==> src/rtl/wb_arbiter.sv <==
// wb_arbiter: write-back arbiter for the single register-file write port.
// ALU and load results enter private FIFOs over valid/ready channels; one
// FIFO head per cycle is drained (round-robin when both have data) into
// registered RegWrite/rd/wdata outputs.
// Optional macro WB_SCOREBOARD_EN builds per-register in-flight counters that
// drive `pending`; with the macro undefined `pending` is all zeros.

// Small synchronous FIFO holding {rd, data} pairs for one producer.
module wb_arbiter_fifo #(
    parameter int DW    = 32,
    parameter int AW    = 5,
    parameter int DEPTH = 2
) (
    input  logic          clk,
    input  logic          rst,
    input  logic          push_i,
    input  logic          pop_i,
    input  logic [AW-1:0] rd_i,
    input  logic [DW-1:0] data_i,
    output logic [AW-1:0] rd_o,
    output logic [DW-1:0] data_o,
    output logic          empty_o,
    output logic          full_o
);
    localparam int PW = $clog2(DEPTH);
    localparam int CW = PW + 1;

    logic [PW-1:0] wptr_q, rptr_q;
    logic [CW-1:0] cnt_q;
    logic [AW-1:0] rd_mem_q   [DEPTH];
    logic [DW-1:0] data_mem_q [DEPTH];

    // Pointers and occupancy; DEPTH is a power of two so pointers wrap freely.
    always_ff @(posedge clk or posedge rst) begin
        if (rst) begin
            wptr_q <= '0;
            rptr_q <= '0;
            cnt_q  <= '0;
        end else begin
            if (push_i) wptr_q <= wptr_q + PW'(1);
            if (pop_i)  rptr_q <= rptr_q + PW'(1);
            case ({push_i, pop_i})
                2'b10:   cnt_q <= cnt_q + CW'(1);
                2'b01:   cnt_q <= cnt_q - CW'(1);
                default: cnt_q <= cnt_q;
            endcase
        end
    end

    // Entry storage; contents are don't-care while the slot is empty.
    always_ff @(posedge clk) begin
        if (push_i) begin
            rd_mem_q[wptr_q]   <= rd_i;
            data_mem_q[wptr_q] <= data_i;
        end
    end

    assign rd_o    = rd_mem_q[rptr_q];
    assign data_o  = data_mem_q[rptr_q];
    assign empty_o = (cnt_q == '0);
    assign full_o  = (cnt_q == CW'(DEPTH));
endmodule

module wb_arbiter #(
    parameter int DATA_WIDTH     = 32,
    parameter int REG_DATA_WIDTH = 5,
    parameter int FIFO_DEPTH     = 2
) (
    input  logic                         clk,
    input  logic                         rst,
    input  logic                         alu_valid,
    output logic                         alu_ready,
    input  logic [REG_DATA_WIDTH-1:0]    alu_rd,
    input  logic [DATA_WIDTH-1:0]        alu_data,
    input  logic                         mem_valid,
    output logic                         mem_ready,
    input  logic [REG_DATA_WIDTH-1:0]    mem_rd,
    input  logic [DATA_WIDTH-1:0]        mem_data,
    output logic                         RegWrite,
    output logic [REG_DATA_WIDTH-1:0]    rd,
    output logic [DATA_WIDTH-1:0]        wdata,
    output logic [2**REG_DATA_WIDTH-1:0] pending,
    output logic                         idle
);
    localparam int RW   = REG_DATA_WIDTH;
    localparam int NREG = 2**REG_DATA_WIDTH;

    typedef enum logic {SRC_ALU = 1'b0, SRC_MEM = 1'b1} src_e;

    logic          alu_push, mem_push, gnt_alu, gnt_mem;
    logic          alu_empty, alu_full, mem_empty, mem_full;
    logic [RW-1:0] alu_head_rd, mem_head_rd;
    logic [DATA_WIDTH-1:0] alu_head_data, mem_head_data;

    src_e                  last_q, last_d;
    logic                  regwrite_q, regwrite_d;
    logic [RW-1:0]         rd_q, rd_d;
    logic [DATA_WIDTH-1:0] wdata_q, wdata_d;

    // Ready is held low during reset; no pass-through on a full FIFO.
    assign alu_ready = !alu_full && !rst;
    assign mem_ready = !mem_full && !rst;
    assign alu_push  = alu_valid && alu_ready;
    assign mem_push  = mem_valid && mem_ready;

    wb_arbiter_fifo #(.DW(DATA_WIDTH), .AW(RW), .DEPTH(FIFO_DEPTH)) u_alu_fifo (
        .clk(clk), .rst(rst), .push_i(alu_push), .pop_i(gnt_alu),
        .rd_i(alu_rd), .data_i(alu_data), .rd_o(alu_head_rd), .data_o(alu_head_data),
        .empty_o(alu_empty), .full_o(alu_full)
    );

    wb_arbiter_fifo #(.DW(DATA_WIDTH), .AW(RW), .DEPTH(FIFO_DEPTH)) u_mem_fifo (
        .clk(clk), .rst(rst), .push_i(mem_push), .pop_i(gnt_mem),
        .rd_i(mem_rd), .data_i(mem_data), .rd_o(mem_head_rd), .data_o(mem_head_data),
        .empty_o(mem_empty), .full_o(mem_full)
    );

    // Round-robin: on contest the producer not granted last time wins.
    assign gnt_alu = !alu_empty && (mem_empty || last_q == SRC_MEM);
    assign gnt_mem = !mem_empty && (alu_empty || last_q == SRC_ALU);

    // Next write-port state: x0 writes update rd/wdata but never raise RegWrite.
    always_comb begin
        last_d     = last_q;
        regwrite_d = 1'b0;
        rd_d       = rd_q;
        wdata_d    = wdata_q;
        if (gnt_alu) begin
            last_d     = SRC_ALU;
            regwrite_d = (alu_head_rd != '0);
            rd_d       = alu_head_rd;
            wdata_d    = alu_head_data;
        end else if (gnt_mem) begin
            last_d     = SRC_MEM;
            regwrite_d = (mem_head_rd != '0);
            rd_d       = mem_head_rd;
            wdata_d    = mem_head_data;
        end
    end

    // Registered write port and grant history; reset makes MEM win first contest.
    always_ff @(posedge clk or posedge rst) begin
        if (rst) begin
            last_q     <= SRC_ALU;
            regwrite_q <= 1'b0;
            rd_q       <= '0;
            wdata_q    <= '0;
        end else begin
            last_q     <= last_d;
            regwrite_q <= regwrite_d;
            rd_q       <= rd_d;
            wdata_q    <= wdata_d;
        end
    end

    assign RegWrite = regwrite_q;
    assign rd       = rd_q;
    assign wdata    = wdata_q;
    assign idle     = alu_empty && mem_empty && !regwrite_q;

`ifdef WB_SCOREBOARD_EN
    // Worst case per register: both FIFOs full plus the write on the port.
    localparam int CNTW = $clog2(2*FIFO_DEPTH + 2);

    logic [CNTW-1:0] cnt_q [NREG];
    logic [CNTW-1:0] cnt_d [NREG];

    // Net count change: accepts add, the register-file write edge subtracts.
    always_comb begin
        for (int r = 0; r < NREG; r++) begin
            cnt_d[r] = cnt_q[r]
                     + CNTW'(alu_push && alu_rd == RW'(r))
                     + CNTW'(mem_push && mem_rd == RW'(r))
                     - CNTW'(regwrite_q && rd_q == RW'(r));
        end
        cnt_d[0] = '0;
    end

    // In-flight counters; reset discards everything at once.
    always_ff @(posedge clk or posedge rst) begin
        if (rst) begin
            for (int r = 0; r < NREG; r++) cnt_q[r] <= '0;
        end else begin
            for (int r = 0; r < NREG; r++) cnt_q[r] <= cnt_d[r];
        end
    end

    // A register is pending while any write to it is queued or on the port.
    always_comb begin
        pending = '0;
        for (int r = 1; r < NREG; r++) pending[r] = (cnt_q[r] != '0);
    end
`else
    assign pending = '0;
`endif
endmodule

==> config.mk <==
export PLATFORM = sky130hd
export DESIGN_NAME = wb_arbiter
export DESIGN_NICKNAME = d
export VERILOG_FILES = /design/src/rtl/wb_arbiter.sv
export SDC_FILE = /design/constraint.sdc
export NUM_CORES = 1
export LEC_CHECK = 0
export ABC_AREA = 1
export ABC_CLOCK_PERIOD_IN_PS = 8100
export CAP_MARGIN = 25
export CORE_MARGIN = 1
export CORE_UTILIZATION = 50
export DETAILED_ROUTE_END_ITERATION = 7
export PLACE_DENSITY = 0.74
export SYNTH_ARGS = -nofsm -noshare
export SYNTH_HDL_FRONTEND = slang
export SYNTH_SLANG_ARGS = --single-unit
==> constraint.sdc <==
create_clock -name clk -period 8.1 [get_ports clk]
set_clock_uncertainty 0.15 [all_clocks]
set_input_delay 0.81 -clock clk [delete_from_list [all_inputs] [get_ports clk]]
set_output_delay 0.81 -clock clk [all_outputs]
set_load 0.02 [all_outputs]
==> impl_metrics.tcl, run 1 <==
set metrics [dict create \
    syn-cell-area_um2 7920 \
    fp.dieW_um 128 \
    tns_ns 0 \
    drive_above_1_share_pct 8.72 \
    pwr-share-comb_pct 36.5 \
    synth-edff-count 148 \
    ios 151 \
    gp_congestion 0.812 \
    area_delta_synth_final_pct 23.3 \
    dp_hpwl_mm 10.4 \
    slew_viol_final 0 \
    async_flop_share_pct 24.1 \
    antenna-diode-count 0 \
    synth_seq_area_share_pct 71.0 \
    worstPathArrival_ns 2.07 \
    p_leak_uw 0.00373 \
    die_h_um 128 \
    grt_pass1_wl_mm 25.8 \
    grt_overflow 0 \
    maxCapViolCount 0 \
    post-place-cells 957 \
    worstSetupPathType "in -> out" \
    grt.total_usage_pct 21.5 \
    ir_drop_uv 190 \
    clock_latency_ns 0.44 \
    outcome "completed" \
    postCtsSetupRepairBufs 0 \
    muxShareOfSynthArea_pct 0 \
    fillers 1134 \
    cp_top_family "buffers and inverters" \
    yosys.area_share.xor_xnor_pct 0.885 \
    fp.coreArea_um2 15300 \
    p_int_uw 2380 \
    cp_max_fo 3 \
    hold_path.class "reg -> reg" \
    hold_viol_final 0 \
    cp-end-kind "output pin" \
    ys_types 31 \
    slowest_delay_ns 0.63 \
    yosys.area_share.simple_pct 13.1 \
    cts.repair.resized 0 \
    numCtsBuffers 17 \
    portBuffers 118 \
    wl_per_cell_um 16.7 \
    syn_avg_cell_area_um2 12.1 \
    finalNonFillerCells 991 \
    vias_per_cell 5.08 \
    power_frac_clock_pct 24.4 \
    drc_errors 0 \
    power.density_nw_per_um2 380 \
    start_util_pct 51.7 \
    crit_top_cell "clkdlybuf4s50_1" \
    yosysWarnings 0 \
    rsz0062_at_grt "false" \
    post-route-period-util_pct 37.4 \
    drt_iter0_drc 375 \
    layout_common_cells "nand2_1, edfxtp_1, clkdlybuf4s50_1, nor2_1, o21ai_0" \
    postRouteAntennaNets 0 \
    synth_adder_area_share_pct 0.316 \
    fin_nets 847 \
    clkSinkCount 195 \
    cts_tree "yes" \
    num_rows 45 \
    wl_mm 16.5 \
    max_freq_mhz 330 \
    synth_compound_gate_area_share_pct 7.50 \
    holdBufCountCts 0 \
    worstPathRequired_ns 7.14 \
    synth_top_family_by_area "simple AND/OR/NAND/NOR gates" \
    finalCoreUtilization_pct 63.8 \
    first_pass_iters 4 \
    vias 5035 \
    synth_ff_type "edfxtp_1" \
    die-area_um2 16300 \
    grt_pass1_vias 5072 \
    finalCriticalPeriod_ns 3.03 \
    clk_pin_slew_worst_paths_ns 0.06 \
    final_common_cell "nand2_1" \
    power_switching_share_pct 36.0 \
    cp-start-kind "input port" \
    max-slew-margin-rel_pct 37.4 \
    clockBufferDepth 2 \
    cp_slowest_cell "clkdlybuf4s50_1" \
    h-tree-depth 4 \
    grt_start_max_net_pins 48 \
    netlist_instances 652 \
    antenna_found_initial 0 \
    crit_buf_inv 2 \
    setup_viol 0 \
    power_switching_uw 1340 \
    path_cells "clkdlybuf4s50_1 -> a21oi_1 -> clkdlybuf4s50_1" \
    synth-seq-cells 195 \
    worst_pin_slew_ns 0.936 \
    root_buffer "clkbuf_16" \
    p_seq_share_pct 39.1 \
]
power by group through the flow:
stage	clock [uW]	combinational, uW	sequential, uW
6_report	905	1360	1450
5_1_grt	948	1500	1480
4_1_cts	910	1370	1450
3_5_place_dp	0	1350	1470
3_3_place_gp	0	1290	1460
2_1_floorplan	0	874	1540
worst min-delay path, stage by stage, from the launching register on:
cell and delay, ns:
dfrtp_1 0.34, nand2_1 0.05, nand2_1 0.05
cell families after synthesis:
kind of cell / Yosys count
XOR/XNOR: 8
other: 1
flip-flops: 195
buffers and inverters: 74
AND/OR/NAND/NOR: 266
adder cells (fa/ha/maj): 2
AO/OA/AOI/OAI: 106
layer usage:
metal	global-route usage [%]	part of all wire, %	routed length [um]
met5	0	0	0
met3	5.01	6.4	1060
met2	36.1	50	8280
met1	27.6	42	7000
met4	7.27	1.2	200
flip-flops by register name, indices dropped and copies added (netlist names):
| signal | count |
|---|---|
| u_alu_fifo.rd_mem_q | 10 |
| u_alu_fifo.wptr_q | 1 |
| u_alu_fifo.data_mem_q | 64 |
| u_mem_fifo.cnt_q | 2 |
| u_alu_fifo.cnt_q | 2 |
| RegWrite | 1 |
| wdata | 32 |
| u_mem_fifo.wptr_q | 1 |
| u_mem_fifo.rd_mem_q | 10 |
| u_mem_fifo.data_mem_q | 64 |
| rd | 5 |
| u_mem_fifo.rptr_q | 1 |
| u_alu_fifo.rptr_q | 1 |
| last_q | 1 |
Yosys cell counts (2+ instances only):
master / n / share of area, %
nand2_1: 151 / 7.2
edfxtp_1: 148 / 56
nor2_1: 102 / 4.8
o21ai_0: 54 / 3.4
dfrtp_1: 47 / 15
o21ai_1: 34 / 2.1
buf_4: 32 / 3.0
o21ai_2: 14 / 1.5
buf_2: 12 / 0.76
inv_1: 10 / 0.47
buf_6: 8 / 1.1
xor2_1: 6 / 0.66
nand3_1: 4 / 0.25
a21oi_1: 3 / 0.19
buf_8: 3 / 0.57
inv_2: 3 / 0.14
or2_2: 3 / 0.24
ha_1: 2 / 0.32
nand2_2: 2 / 0.16
nand4_1: 2 / 0.16
xnor2_1: 2 / 0.22
metrics by stage:
| step | setup WS (ns) | hold slack, ns | cell area, um^2 | power, uW |
|---|---|---|---|---|
| final | 5.07 | 0.327 | 9760 | 3710 |
| after global routing | 5.01 | 0.354 | 9760 | 3920 |
| after CTS | 5.06 | 0.336 | 9720 | 3730 |
| after detailed placement | 4.95 | 0.314 | 9070 | 2820 |
| after global placement | 5.01 | 0.314 | 9020 | 2750 |
| after floorplan | 4.52 | 0.368 | 8040 | 2420 |
cell type report:
class | count | area (um^2) | area share, %
Timing Repair Buffer | 125 | 1310 | 13.4
Multi-Input combinational cell | 414 | 1880 | 19.2
Clock buffer | 21 | 460 | 4.72
Sequential cell | 195 | 5620 | 57.6
Tap cell | 211 | 264 | 2.70
Inverter | 14 | 55.1 | 0.564
Clock inverter | 11 | 181 | 1.86
path summary, 6_finish.rpt:
kind	start	end	slack (ns)	depth (start not counted)
hold / removal	wdata[20]	wdata[20]	0.33	2
setup / recovery	rst	mem_ready	5.07	3
setup reg to reg	u_alu_fifo.cnt_q[0]	u_alu_fifo.cnt_q[1]	5.58	8
max in group asynchronous	rst	wdata[21]	6.54	3
min in group asynchronous	rst	u_mem_fifo.cnt_q[1]	0.79	3
hold reg to reg	wdata[20]	wdata[20]	0.33	2
Note: power is estimated with default switching activity, not from simulation.
==> run 2, diff against run 1 <==
--- a/config.mk
+++ b/config.mk
@@ -6,12 +6,12 @@
 export NUM_CORES = 1
 export LEC_CHECK = 0
 export ABC_AREA = 1
-export ABC_CLOCK_PERIOD_IN_PS = 8100
+export ABC_CLOCK_PERIOD_IN_PS = 2500
 export CAP_MARGIN = 25
 export CORE_MARGIN = 1
-export CORE_UTILIZATION = 50
+export CORE_UTILIZATION = 47
 export DETAILED_ROUTE_END_ITERATION = 7
-export PLACE_DENSITY = 0.74
+export PLACE_DENSITY = 0.73
 export SYNTH_ARGS = -nofsm -noshare
 export SYNTH_HDL_FRONTEND = slang
 export SYNTH_SLANG_ARGS = --single-unit
==> constraint.sdc (replaced) <==
create_clock -name clk -period 2.5 [get_ports clk]
set_clock_uncertainty 0.15 [all_clocks]
set_input_delay 0.25 -clock clk [delete_from_list [all_inputs] [get_ports clk]]
set_output_delay 0.25 -clock clk [all_outputs]
set_load 0.02 [all_outputs]
==> run 2 against run 1 <==
  * First-iteration DRC count is 17% higher
  * Sequential share of layout area stayed put
  * Clock-buffer cell count is 4 lower
  * Final area stayed put
  * Critical path depth is 1 higher
  * Die area is 6.3% higher
  * Power grew to 3.2 times the previous value
  * Highest routed layer unchanged
==> impl_metrics.tcl, run 2 (synthesis results as in run 1) <==
set metrics [dict create \
    fp.dieW_um 132 \
    layout_common_cells "nand2_1, edfxtp_1, clkdlybuf4s50_1, nor2_1, o21ai_0" \
    die_h_um 132 \
    grt_overflow 0 \
    start_util_pct 47.9 \
    power_switching_share_pct 37.1 \
    setup_viol 0 \
    h-tree-depth 4 \
    cp-end-kind "output pin" \
    first_pass_iters 5 \
    cts.repair.resized 0 \
    num_rows 47 \
    vias_per_cell 5.09 \
    grt_pass1_wl_mm 26.2 \
    power_frac_clock_pct 23.1 \
    drt_iter0_drc 438 \
    final_common_cell "nand2_1" \
    hold_path.class "in -> async" \
    postLayoutCellArea_um2 9760 \
    p_leak_uw 0.00374 \
    worst_pin_slew_ns 0.675 \
    worstPathArrival_ns 1.94 \
    hold_viol_final 0 \
    grt.total_usage_pct 20.1 \
    path_cells "nor2_4 -> nand2_1 -> nor2_1 -> clkdlybuf4s50_1" \
    p_seq_share_pct 38.8 \
    postRouteAntennaNets 0 \
    antenna_found_initial 0 \
    r2r_setup_slack_ns 0.57 \
    grt_start_max_net_pins 38 \
    power_switching_uw 4420 \
    crit_path_start "u_alu_fifo.cnt_q[0]" \
    reg2reg_from "u_mem_fifo.cnt_q[0]" \
    finalCriticalPeriod_ns 2.34 \
    portBuffers 118 \
    cp_slowest_cell "clkdlybuf4s50_1" \
    clkSinkCount 195 \
    dp_hpwl_mm 10.9 \
    grt_pass1_vias 5057 \
    fp.coreArea_um2 16500 \
    clockBufferDepth 2 \
    wl_mm 16.6 \
    numCtsBuffers 17 \
    slowest_delay_ns 0.60 \
    vias 5127 \
    antenna-diode-count 0 \
    clock_latency_ns 0.42 \
    ios 151 \
    area_delta_synth_final_pct 23.3 \
    holdBufCountCts 0 \
    power.density_nw_per_um2 1220 \
    fin_nets 855 \
    postCtsSetupRepairBufs 0 \
    clk_pin_slew_worst_paths_ns 0.07 \
    max_freq_mhz 427 \
    root_buffer "clkbuf_16" \
    wl_per_cell_um 16.5 \
    dpl-instance-area_um2 9160 \
    cp-start-kind "flop" \
    worstPathRequired_ns 2.10 \
    die-area_um2 17400 \
    p_int_uw 7510 \
    pwr-share-comb_pct 38.0 \
    slew_viol_final 0 \
    post-route-period-util_pct 93.7 \
    drive_above_1_share_pct 9.90 \
    outcome "completed" \
    maxCapViolCount 0 \
    worstSetupPathType "reg -> out" \
    drc_errors 0 \
    max-slew-margin-rel_pct 54.9 \
    cp_max_fo 5 \
    gp_congestion 0.730 \
    ir_drop_uv 777 \
    cts_tree "yes" \
    fin_hold_ws_ns 0.108 \
    rsz0062_at_grt "false" \
]
-- run 2: power by group through the flow --
stage	clock (uW)	sequential, uW	combinational [uW]
after floorplan	0	4990	2840
after global placement	0	4660	4420
after detailed placement	0	4690	4550
after CTS	2800	4640	4600
after global routing	2930	4710	5030
final	2760	4630	4540
-- run 2: path summary, 6_finish.rpt --
kind | endpoint | cells after the start
worst max register to register | u_mem_fifo.cnt_q[1] | 7
worst min register to register | wdata[17] | 2
worst max-delay path | idle | 4
worst min-delay path | u_mem_fifo.cnt_q[0] | 3
max in group asynchronous | u_alu_fifo.rptr_q | 3
min in group clk | u_mem_fifo.data_mem_q[1][4] | 1
-- run 2: through the flow --
stage | utilization [%] | setup TNS [ns] | setup slack (ns) | instances | total power, uW
after detailed placement | 55.4 | 0 | 0.360 | 976 | 9240
after floorplan | - | -18.79 | -0.137 | 683 | 7830
after CTS | 59.1 | 0 | 0.137 | 1008 | 12000
after global placement | 55.4 | 0 | 0.343 | 976 | 9080
after global routing | 59.1 | 0 | 0.0895 | 1008 | 12700
final | 59.1 | 0 | 0.159 | 1008 | 11900
-- run 2: critical path: cells and delay by family (launching register included) --
family	cells	cell delay, ns
buffers and inverters	1	0.60
flip-flops	1	0.45
AND/OR/NAND/NOR	3	0.46
-- run 2: area by class of cell --
type	instances	area, um^2
inverter	14	55.1
multi-input combinational	414	1880
sequential	195	5620
tap	220	275
fill	1302	6760
timing repair buffer	133	1330
clock buffer	17	425
clock inverter	15	180
-- run 2: metal layers --
metal,track usage (%),part of all wire [%],vias up
met5,0,0,-
met4,6.98,1.7,0
met3,4.04,5.6,26
met2,34.4,51,209
met1,25.4,42,2502
li1,-,-,2390
